**src/rtl/channel_display_scanner_if.sv**
```systemverilog
// Display-scanner bundle: four BCD voltage words and controls in, selected channel and 7-seg drive out.
// Carries no timing of its own; every signal is sampled or driven on the scanner clock.
// The bench drives through the master modport and the scanner consumes through the slave modport.
interface channel_display_scanner_if;
  logic [15:0] channel0;
  logic [15:0] channel1;
  logic [15:0] channel2;
  logic [15:0] channel3;
  logic        btn_next;
  logic        auto_mode;
  logic [1:0]  sel_channel;
  logic [3:0]  an;
  logic [6:0]  seg;
  logic        dp;

  modport master (
    output channel0, channel1, channel2, channel3, btn_next, auto_mode,
    input  sel_channel, an, seg, dp
  );

  modport slave (
    input  channel0, channel1, channel2, channel3, btn_next, auto_mode,
    output sel_channel, an, seg, dp
  );
endinterface

```
**src/rtl/channel_display_scanner.sv**
```systemverilog
// Channel display scanner: shows one of four BCD voltage words (X.XXX V) on a 4-digit multiplexed 7-seg display.
// Latency: an/seg/dp are registered one cycle after the digit index changes; the button acts 3 clks after its rising edge.
// No backpressure: the inputs are free-running levels and a snapshot is latched once per frame on the 3->0 index wrap.
// Optional macro CH_ID_EN adds a channel-ID banner ("C - - n") for ID_PERIOD cycles after every channel change.
module channel_display_scanner #(
  parameter int DIGIT_PERIOD = 100000,
  parameter int DWELL_PERIOD = 200000000,
  parameter int ID_PERIOD    = 50000000
) (
  input logic clk,
  input logic rst,
  channel_display_scanner_if.slave bus
);

  localparam int RW = $clog2(DIGIT_PERIOD + 1);
  localparam int DW = $clog2(DWELL_PERIOD + 1);

  logic [RW-1:0] r_refresh;
  logic [1:0]    r_idx;
  logic [15:0]   r_snap;
  logic          r_armed;   // set at the first 3->0 wrap; the display stays blank until then
  logic [DW-1:0] r_dwell;
  logic [1:0]    r_sel;
  logic          r_btn_s1, r_btn_s2, r_btn_s3;
  logic [3:0]    r_an;
  logic [6:0]    r_seg;
  logic          r_dp;

  logic          w_refresh_tc;
  logic          w_btn_edge;
  logic          w_dwell_tc;
  logic          w_sel_inc;
  logic          w_banner;
  logic [15:0]   w_chan;
  logic [3:0]    w_nib;
  logic [3:0]    w_an;
  logic [6:0]    w_seg;
  logic          w_dp;

  // Active-low BCD decode; A-F show '-' to flag a corrupt nibble.
  function automatic logic [6:0] seg7(input logic [3:0] n);
    case (n)
      4'd0:    seg7 = 7'h40;
      4'd1:    seg7 = 7'h79;
      4'd2:    seg7 = 7'h24;
      4'd3:    seg7 = 7'h30;
      4'd4:    seg7 = 7'h19;
      4'd5:    seg7 = 7'h12;
      4'd6:    seg7 = 7'h02;
      4'd7:    seg7 = 7'h78;
      4'd8:    seg7 = 7'h00;
      4'd9:    seg7 = 7'h10;
      default: seg7 = 7'h3F;
    endcase
  endfunction

  assign w_refresh_tc = (r_refresh == RW'(DIGIT_PERIOD - 1));
  assign w_btn_edge   = r_btn_s2 & ~r_btn_s3;
  assign w_dwell_tc   = bus.auto_mode && (r_dwell == DW'(DWELL_PERIOD - 1));
  // A button edge coinciding with the dwell terminal count still yields a single step.
  assign w_sel_inc    = w_btn_edge | w_dwell_tc;

  // Select the channel that will be captured at the next frame boundary.
  always_comb begin
    w_chan = bus.channel0;
    case (r_sel)
      2'd1:    w_chan = bus.channel1;
      2'd2:    w_chan = bus.channel2;
      2'd3:    w_chan = bus.channel3;
      default: w_chan = bus.channel0;
    endcase
  end

  // Two-flop synchronizer for the asynchronous button level, plus a delayed copy for edge detection.
  always_ff @(posedge clk or posedge rst) begin
    if (rst) begin
      r_btn_s1 <= 1'b0;
      r_btn_s2 <= 1'b0;
      r_btn_s3 <= 1'b0;
    end else begin
      r_btn_s1 <= bus.btn_next;
      r_btn_s2 <= r_btn_s1;
      r_btn_s3 <= r_btn_s2;
    end
  end

  // Digit refresh counter, digit index, and once-per-frame snapshot of the selected channel.
  always_ff @(posedge clk or posedge rst) begin
    if (rst) begin
      r_refresh <= '0;
      r_idx     <= 2'd0;
      r_snap    <= 16'h0000;
      r_armed   <= 1'b0;
    end else if (w_refresh_tc) begin
      r_refresh <= '0;
      r_idx     <= r_idx + 2'd1;
      if (r_idx == 2'd3) begin
        r_snap  <= w_chan;
        r_armed <= 1'b1;
      end
    end else begin
      r_refresh <= r_refresh + RW'(1);
    end
  end

  // Channel selection: button edge or auto-rotation dwell timeout; dwell is parked at 0 in manual mode.
  always_ff @(posedge clk or posedge rst) begin
    if (rst) begin
      r_sel   <= 2'd0;
      r_dwell <= '0;
    end else begin
      if (w_sel_inc) r_sel <= r_sel + 2'd1;
      if (!bus.auto_mode || w_sel_inc) r_dwell <= '0;
      else                             r_dwell <= r_dwell + DW'(1);
    end
  end

`ifdef CH_ID_EN
  localparam int IW = $clog2(ID_PERIOD + 1);
  logic [IW-1:0] r_id_cnt;

  // Banner timer: reloads on every channel change, so back-to-back changes restart it.
  always_ff @(posedge clk or posedge rst) begin
    if (rst)                 r_id_cnt <= '0;
    else if (w_sel_inc)      r_id_cnt <= IW'(ID_PERIOD);
    else if (r_id_cnt != '0) r_id_cnt <= r_id_cnt - IW'(1);
  end

  assign w_banner = (r_id_cnt != '0);
`else
  assign w_banner = 1'b0;
`endif

  // Next digit drive: voltage digit, ID banner, or blank before the first snapshot exists.
  always_comb begin
    w_an  = ~(4'b0001 << r_idx);
    w_nib = r_snap[{r_idx, 2'b00} +: 4];
    w_seg = seg7(w_nib);
    w_dp  = (r_idx != 2'd3);
    if (w_banner) begin
      w_dp = 1'b1;
      case (r_idx)
        2'd3:    w_seg = 7'h46;
        2'd0:    w_seg = seg7({2'b00, r_sel});
        default: w_seg = 7'h3F;
      endcase
    end
    if (!r_armed) begin
      w_an  = 4'b1111;
      w_seg = 7'h7F;
      w_dp  = 1'b1;
    end
  end

  // Registered display outputs; reset blanks them immediately.
  always_ff @(posedge clk or posedge rst) begin
    if (rst) begin
      r_an  <= 4'b1111;
      r_seg <= 7'h7F;
      r_dp  <= 1'b1;
    end else begin
      r_an  <= w_an;
      r_seg <= w_seg;
      r_dp  <= w_dp;
    end
  end

  assign bus.sel_channel = r_sel;
  assign bus.an          = r_an;
  assign bus.seg         = r_seg;
  assign bus.dp          = r_dp;

endmodule

```
**src/flat_wrapper.sv**
```systemverilog
// flat-port wrapper written by rule: the top's interface ports become plain ports
module channel_display_scanner_flat 
#(
  parameter int DIGIT_PERIOD = 100000,
  parameter int DWELL_PERIOD = 200000000,
  parameter int ID_PERIOD    = 50000000
)
  (clk, rst, bus_channel0, bus_channel1, bus_channel2, bus_channel3, bus_btn_next, bus_auto_mode, bus_sel_channel, bus_an, bus_seg, bus_dp);
  channel_display_scanner_if bus_i ();
  input logic clk;
  input logic rst;
  input wire logic [$bits(bus_i.channel0)-1:0] bus_channel0;
  input wire logic [$bits(bus_i.channel1)-1:0] bus_channel1;
  input wire logic [$bits(bus_i.channel2)-1:0] bus_channel2;
  input wire logic [$bits(bus_i.channel3)-1:0] bus_channel3;
  input wire logic [$bits(bus_i.btn_next)-1:0] bus_btn_next;
  input wire logic [$bits(bus_i.auto_mode)-1:0] bus_auto_mode;
  output wire logic [$bits(bus_i.sel_channel)-1:0] bus_sel_channel;
  output wire logic [$bits(bus_i.an)-1:0] bus_an;
  output wire logic [$bits(bus_i.seg)-1:0] bus_seg;
  output wire logic [$bits(bus_i.dp)-1:0] bus_dp;
  assign bus_i.channel0 = bus_channel0;
  assign bus_i.channel1 = bus_channel1;
  assign bus_i.channel2 = bus_channel2;
  assign bus_i.channel3 = bus_channel3;
  assign bus_i.btn_next = bus_btn_next;
  assign bus_i.auto_mode = bus_auto_mode;
  assign bus_sel_channel = bus_i.sel_channel;
  assign bus_an = bus_i.an;
  assign bus_seg = bus_i.seg;
  assign bus_dp = bus_i.dp;
  channel_display_scanner #(.DIGIT_PERIOD(DIGIT_PERIOD), .DWELL_PERIOD(DWELL_PERIOD), .ID_PERIOD(ID_PERIOD)) u_core (.clk(clk), .rst(rst), .bus(bus_i));
endmodule
```
**config.mk**
```make
export PLATFORM = sky130hd
export DESIGN_NAME = channel_display_scanner_flat
export DESIGN_NICKNAME = d
export VERILOG_FILES = /design/src/rtl/channel_display_scanner_if.sv /design/src/rtl/channel_display_scanner.sv /design/src/flat_wrapper.sv
export SDC_FILE = /design/constraint.sdc
export NUM_CORES = 1
export LEC_CHECK = 0
export ABC_CLOCK_PERIOD_IN_PS = 4160
export CORE_MARGIN = 3
export CORE_UTILIZATION = 45
export DETAILED_ROUTE_END_ITERATION = 6
export PLACE_DENSITY = 0.71
export SYNTH_ARGS = -nofsm -noshare
export SYNTH_HDL_FRONTEND = slang
export SYNTH_SLANG_ARGS = --single-unit
```
**constraint.sdc**
```tcl
create_clock -name clk -period 4.16 [get_ports clk]
set_input_delay 1.248 -clock clk [delete_from_list [all_inputs] [get_ports clk]]
set_output_delay 1.248 -clock clk [all_outputs]
set_load 0.02 [all_outputs]
```
# Word-level counts from Yosys, hierarchy flattened
# Memory sizes are Yosys's and may differ from the RTL's.
# Index checks and enable logic that the tools add are counted.
# word_totals
inputBits	68
out_inout_bits	14
mem_count	1
reg_bits	81
wordCells	40
rom_bits	112
# op_classes
n_addsub	4
n_reduce_logical	4
shift	2
n_eq_ne	7
mux	6
bitwise_logic	4
# memory_table
name	words	width	read_ports	rd_clocked_by_memory_dff	write_ports	line	rtl
(no name shown)	16	7	1	0	0	channel_display_scanner.sv:42	case (n)
# ops
operator	count
one-hot mux 16 bit (3 select lines)	1
adder 28 x 1 -> 28 bit, second input constant	1
equality test 28 bit, second input constant	1
two-way mux 28 bit	1
adder 17 x 1 -> 17 bit, second input constant	1
equality test 17 bit, second input constant	1
two-way mux 17 bit	1
variable part select 16 x 5 -> 4 bit	1
two-way mux 7 bit	1
equality test 2 bit, second input constant	3
adder 2 x 1 -> 2 bit, second input constant	2
two-way mux 4 bit	1
NOT 4 bit	1
<< shifter 1 x 2 -> 4 bit, first input constant	1
equality test 2 x 1 -> 1 bit, second input constant	1
inequality test 2 bit, second input constant	1
AND reduction 2 bit	1
bitwise AND 1 bit	1
logical AND 1 bit	1
zero test 1 bit	1
logical OR 1 bit	1
two-way mux 1 bit	1
NOT 1 bit	1
OR 1 bit	1

# Depth between registers and ports, before layout
# depth
ltp_word	5
mapped_depth	8
mapped_depth_nobuf	6

# Worst setup path after synthesis
# OpenSTA, ideal clock, no wires.
# synth_timing
kind	input -> register
startpoint	input bus_auto_mode
endpoint	register u_core.r_dwell[19]
path_stages	7
t_arrival_ns	2.330
path_buffers	2
setup_time_ns	0.121
slack_ns	1.709
path_cell_list	nor4bb_1 > nand3_1 > nor4_1 > or2_2 > buf_2 > buf_2 > nor2_1
# synth_between
elab_chain_len	4
# synth_rtl
item	line	rtl
from (decl)	flat_wrapper.sv:17	input wire logic [$bits(bus_i.auto_mode)-1:0] bus_auto_mode;
logical AND 1 bit	channel_display_scanner.sv:59	assign w_dwell_tc = bus.auto_mode && (r_dwell == DW'(DWELL_PERIOD - 1));
OR 1 bit	channel_display_scanner.sv:61	assign w_sel_inc = w_btn_edge | w_dwell_tc;
logical OR 1 bit (*)	channel_display_scanner.sv:113	if (!bus.auto_mode || w_sel_inc) r_dwell <= '0;
two-way mux 28 bit (*)	channel_display_scanner.sv:113	
to (signal assigned)	channel_display_scanner.sv:114	else r_dwell <= r_dwell + DW'(1);
to (decl)	channel_display_scanner.sv:22	logic [DW-1:0] r_dwell;
# Every way passes the cells marked *; elsewhere a longest branch is shown, timed or not.
# A chain may end at the register's enable or synchronous reset.

# Worst setup path after layout
# layout_timing
startpoint	input bus_auto_mode
endpoint	register u_core.r_dwell[27]
# Same word-level chain as after synthesis.

==> flow_summary.json <==
{
  "run_status": "finished clean",
  "synth_most_common_cell": "dfrtp_1",
  "grt_max_degree": 36,
  "total_global_routing_track_utilization": 0.177,
  "initial_core_util": 0.469,
  "cap_viol_max_count": 0,
  "final.min_clock_period_ns": 2.83,
  "drive_gt1_frac": 0.110,
  "avgViaCountPerCell": 5.31,
  "drt_pre_antenna_iters": 5,
  "fp.coreArea_mm2": 0.00881,
  "finish.utilization": 0.594,
  "worst_hold_path_type": "register to register",
  "max_freq_mhz": 354,
  "synth_top_cell_by_area": "dfrtp_1",
  "crit_path_max_fo": 25,
  "dieWidth_um": 102,
  "worstSetupStartpointType": "input port",
  "synth_top_cells_by_area": "dfrtp_1, dfstp_2, nor2_1",
  "timing.setup.critical_path_class": "input port to register",
  "route.detailed.wl_per_inst_um": 14.1,
  "post_synth_instance_area_mm2": 0.00413,
  "routed_wl_um": 8450,
  "cts.htree.levels": 3,
  "std_cell_rows": 34,
  "cp_top_family": "simple AND/OR/NAND/NOR gates",
  "design.final.nets": 567,
  "drt_iter0_drc": 171,
  "ys_warn_count": 0,
  "tightest_slew_ns": 0.945,
  "setup_viol": 0,
  "antennaDiodeCount": 0,
  "worst_setup_path_end_kind": "register",
  "max_slew_margin": 0.370,
  "timing.critical_path.buf_inv": 1,
  "cts.reportedPaths.clkPinSlew_ns": 0.08,
  "power.density_mw_per_mm2": 367,
  "peakVddDrop_mv": 0.319,
  "detailroute.via_count": 3172,
  "arrival_ns": 3.04,
  "fin_tns_setup_ns": 0,
  "critical-path-slowest-cell": "or2_2",
  "die_height_um": 102,
  "fp.dieArea_mm2": 0.0104,
  "clock_skew_ns": 0.00948,
  "post-cts-setup-buffer-count": 0,
  "cp.required_ns": 4.38,
  "rsz0062_at_grt": "false",
  "syn_inst": 409,
  "cts-root-to-sink-buffers": 2,
  "timing.critical_path.cells": "clkdlybuf4s50_1, nor4bb_1, nand3_1, nor4_1, or2_2, nor2_1",
  "slew_viol_final": 0,
  "hold_buffers": 0,
  "first_global_vias": 3198,
  "clk-insertion-delay-late_ns": 0.35,
  "yosysSeqAreaShare": 0.488,
  "place.gp.congestion": 0.796,
  "post-route-drc-count": 0,
  "postSynthRegisterBits": 80,
  "grt_antenna_before_repair": 0,
  "total_of_buffers_placed_on_input_and_output_ports": 81,
  "tritoncts": "built",
  "area_growth_pct": 26.5,
  "detailedPlacementHpwl_um": 6330,
  "yosysUniqueCellTypes": 38,
  "cts_inserted_buffers": 9,
  "synthesis.area_per_instance_um2": 10.1,
  "synth_top_area_frac": 0.418,
  "antenna_violating_nets_post_route": 0,
  "power.leakage_uw": 0.00220,
  "synth_edf_count": 0,
  "grt_pass1_wl_um": 14600,
  "async_flop_share": 1.00,
  "synthesis.nets": 492,
  "globalRouteOverflowTotal": 0,
  "critical-path-max-stage-delay_ns": 0.49,
  "dominantRegCellSynth": "dfrtp_1",
  "clk_root_buffer_cell": "clkbuf_8",
  "post_cts_resized": 0,
  "synth.top_cells.by_count": "dfrtp_1, nor2_1, nand2_1, xnor2_1, a21oi_1",
  "final.period_utilization": 0.679,
  "io_pins": 82,
  "hold_viol": 0,
  "cts.sink_count": 80
}
-- metal layers --
layer / GRT usage / part of all wire
met2: 0.280 / 0.46
met1: 0.235 / 0.46
met4: 0.0656 / 0.014
met5: 0 / 0
met3: 0.0471 / 0.070
-- sequential cells by signal (all words and copies together) (netlist names) --
name                    count
u_core.r_idx                2
u_core.r_armed              1
u_core.bus.sel_channel      2
u_core.r_refresh           17
u_core.bus.an               4
u_core.r_dwell             28
u_core.r_snap              16
u_core.bus.seg              7
u_core.r_btn_s1             1
u_core.r_btn_s3             1
u_core.r_btn_s2             1
-- logic make-up after synthesis --
group           Yosys count  share of synthesized area
fa+ha+maj                15                     0.0454
compound gates           62                      0.107
xor+xnor                 42                     0.0890
flops                    80                      0.488
buf+inv                  33                     0.0366
simple gates            169                      0.202
mux                       8                     0.0318
-- metrics by stage --
step           setup WS [ns]  instances  cell area [µm²]  hold WS, ns  total power [µW]
6_report                1.33        597             5230        0.352              1920
5_1_grt                 1.11        597             5230        0.376              2030
4_1_cts                 1.34        597             5230        0.355              1940
3_5_place_dp           0.947        581             5010        0.336              1310
3_3_place_gp            1.09        581             5010        0.333              1310
2_1_floorplan          0.878        409             4130        0.331              1160
-- placed cells by master (no fill, tap or decap), drive strengths merged, types with 3 or more instances in the layout --
| cell type | instances |
|---|---|
| xnor2 | 22 |
| and3 | 7 |
| a21oi | 21 |
| and2 | 3 |
| clkdlybuf4s50 | 81 |
| inv | 14 |
| nor4 | 6 |
| or2 | 3 |
| nor3 | 4 |
| dfstp | 11 |
| o21ai | 25 |
| and4 | 4 |
| mux2i | 3 |
| mux4 | 4 |
| xor2 | 20 |
| nand2 | 36 |
| nor2 | 63 |
| nand3 | 18 |
| ha | 15 |
| dfrtp | 69 |
| nand4 | 16 |
| clkbuf | 11 |
| a222oi | 16 |
-- final timing paths --
check | from | end | slack, ns | cells past startpoint
setup reg to reg | u_core.r_refresh[12]$_DFF_PP0_ | u_core.r_snap[7]$_DFFE_PP0P_ | 1.86 | 5
hold / removal | u_core.r_btn_s1$_DFF_PP0_ | u_core.r_btn_s2$_DFF_PP0_ | 0.35 | 0
hold reg to reg | u_core.r_btn_s1$_DFF_PP0_ | u_core.r_btn_s2$_DFF_PP0_ | 0.35 | 0
min in group asynchronous | rst | u_core.r_dwell[18]$_DFF_PP0_ | 1.29 | 2
max in group asynchronous | rst | u_core.r_dwell[23]$_DFF_PP0_ | 2.18 | 3
setup / recovery | bus_auto_mode | u_core.r_dwell[27]$_DFF_PP0_ | 1.33 | 6
-- worst reg2reg max path, stage by stage (launching register included) --
cell	delay (ns)
dfrtp_1	0.41
or4b_4	0.58
nor4_4	0.58
nand2_4	0.36
nand2_1	0.19
o21ai_2	0.06
-- area by class of cell --
| type | count | area [µm²] |
|---|---|---|
| multi-input cells | 296 | 1960 |
| well taps | 108 | 135 |
| inverters | 14 | 52.6 |
| fillers | 762 | 3580 |
| flip-flops and latches | 80 | 2020 |
| clock buffers | 11 | 141 |
| clock inverters | 5 | 80.1 |
| repair buffers | 83 | 838 |
-- where the power goes --
group / leakage [µW] / switching (µW) / internal (µW)
clock network: 0.000106 / 273 / 353
registers: 0.000969 / 17.1 / 791
logic: 0.00113 / 274 / 213
Note: power is estimated with default switching activity, not from simulation.
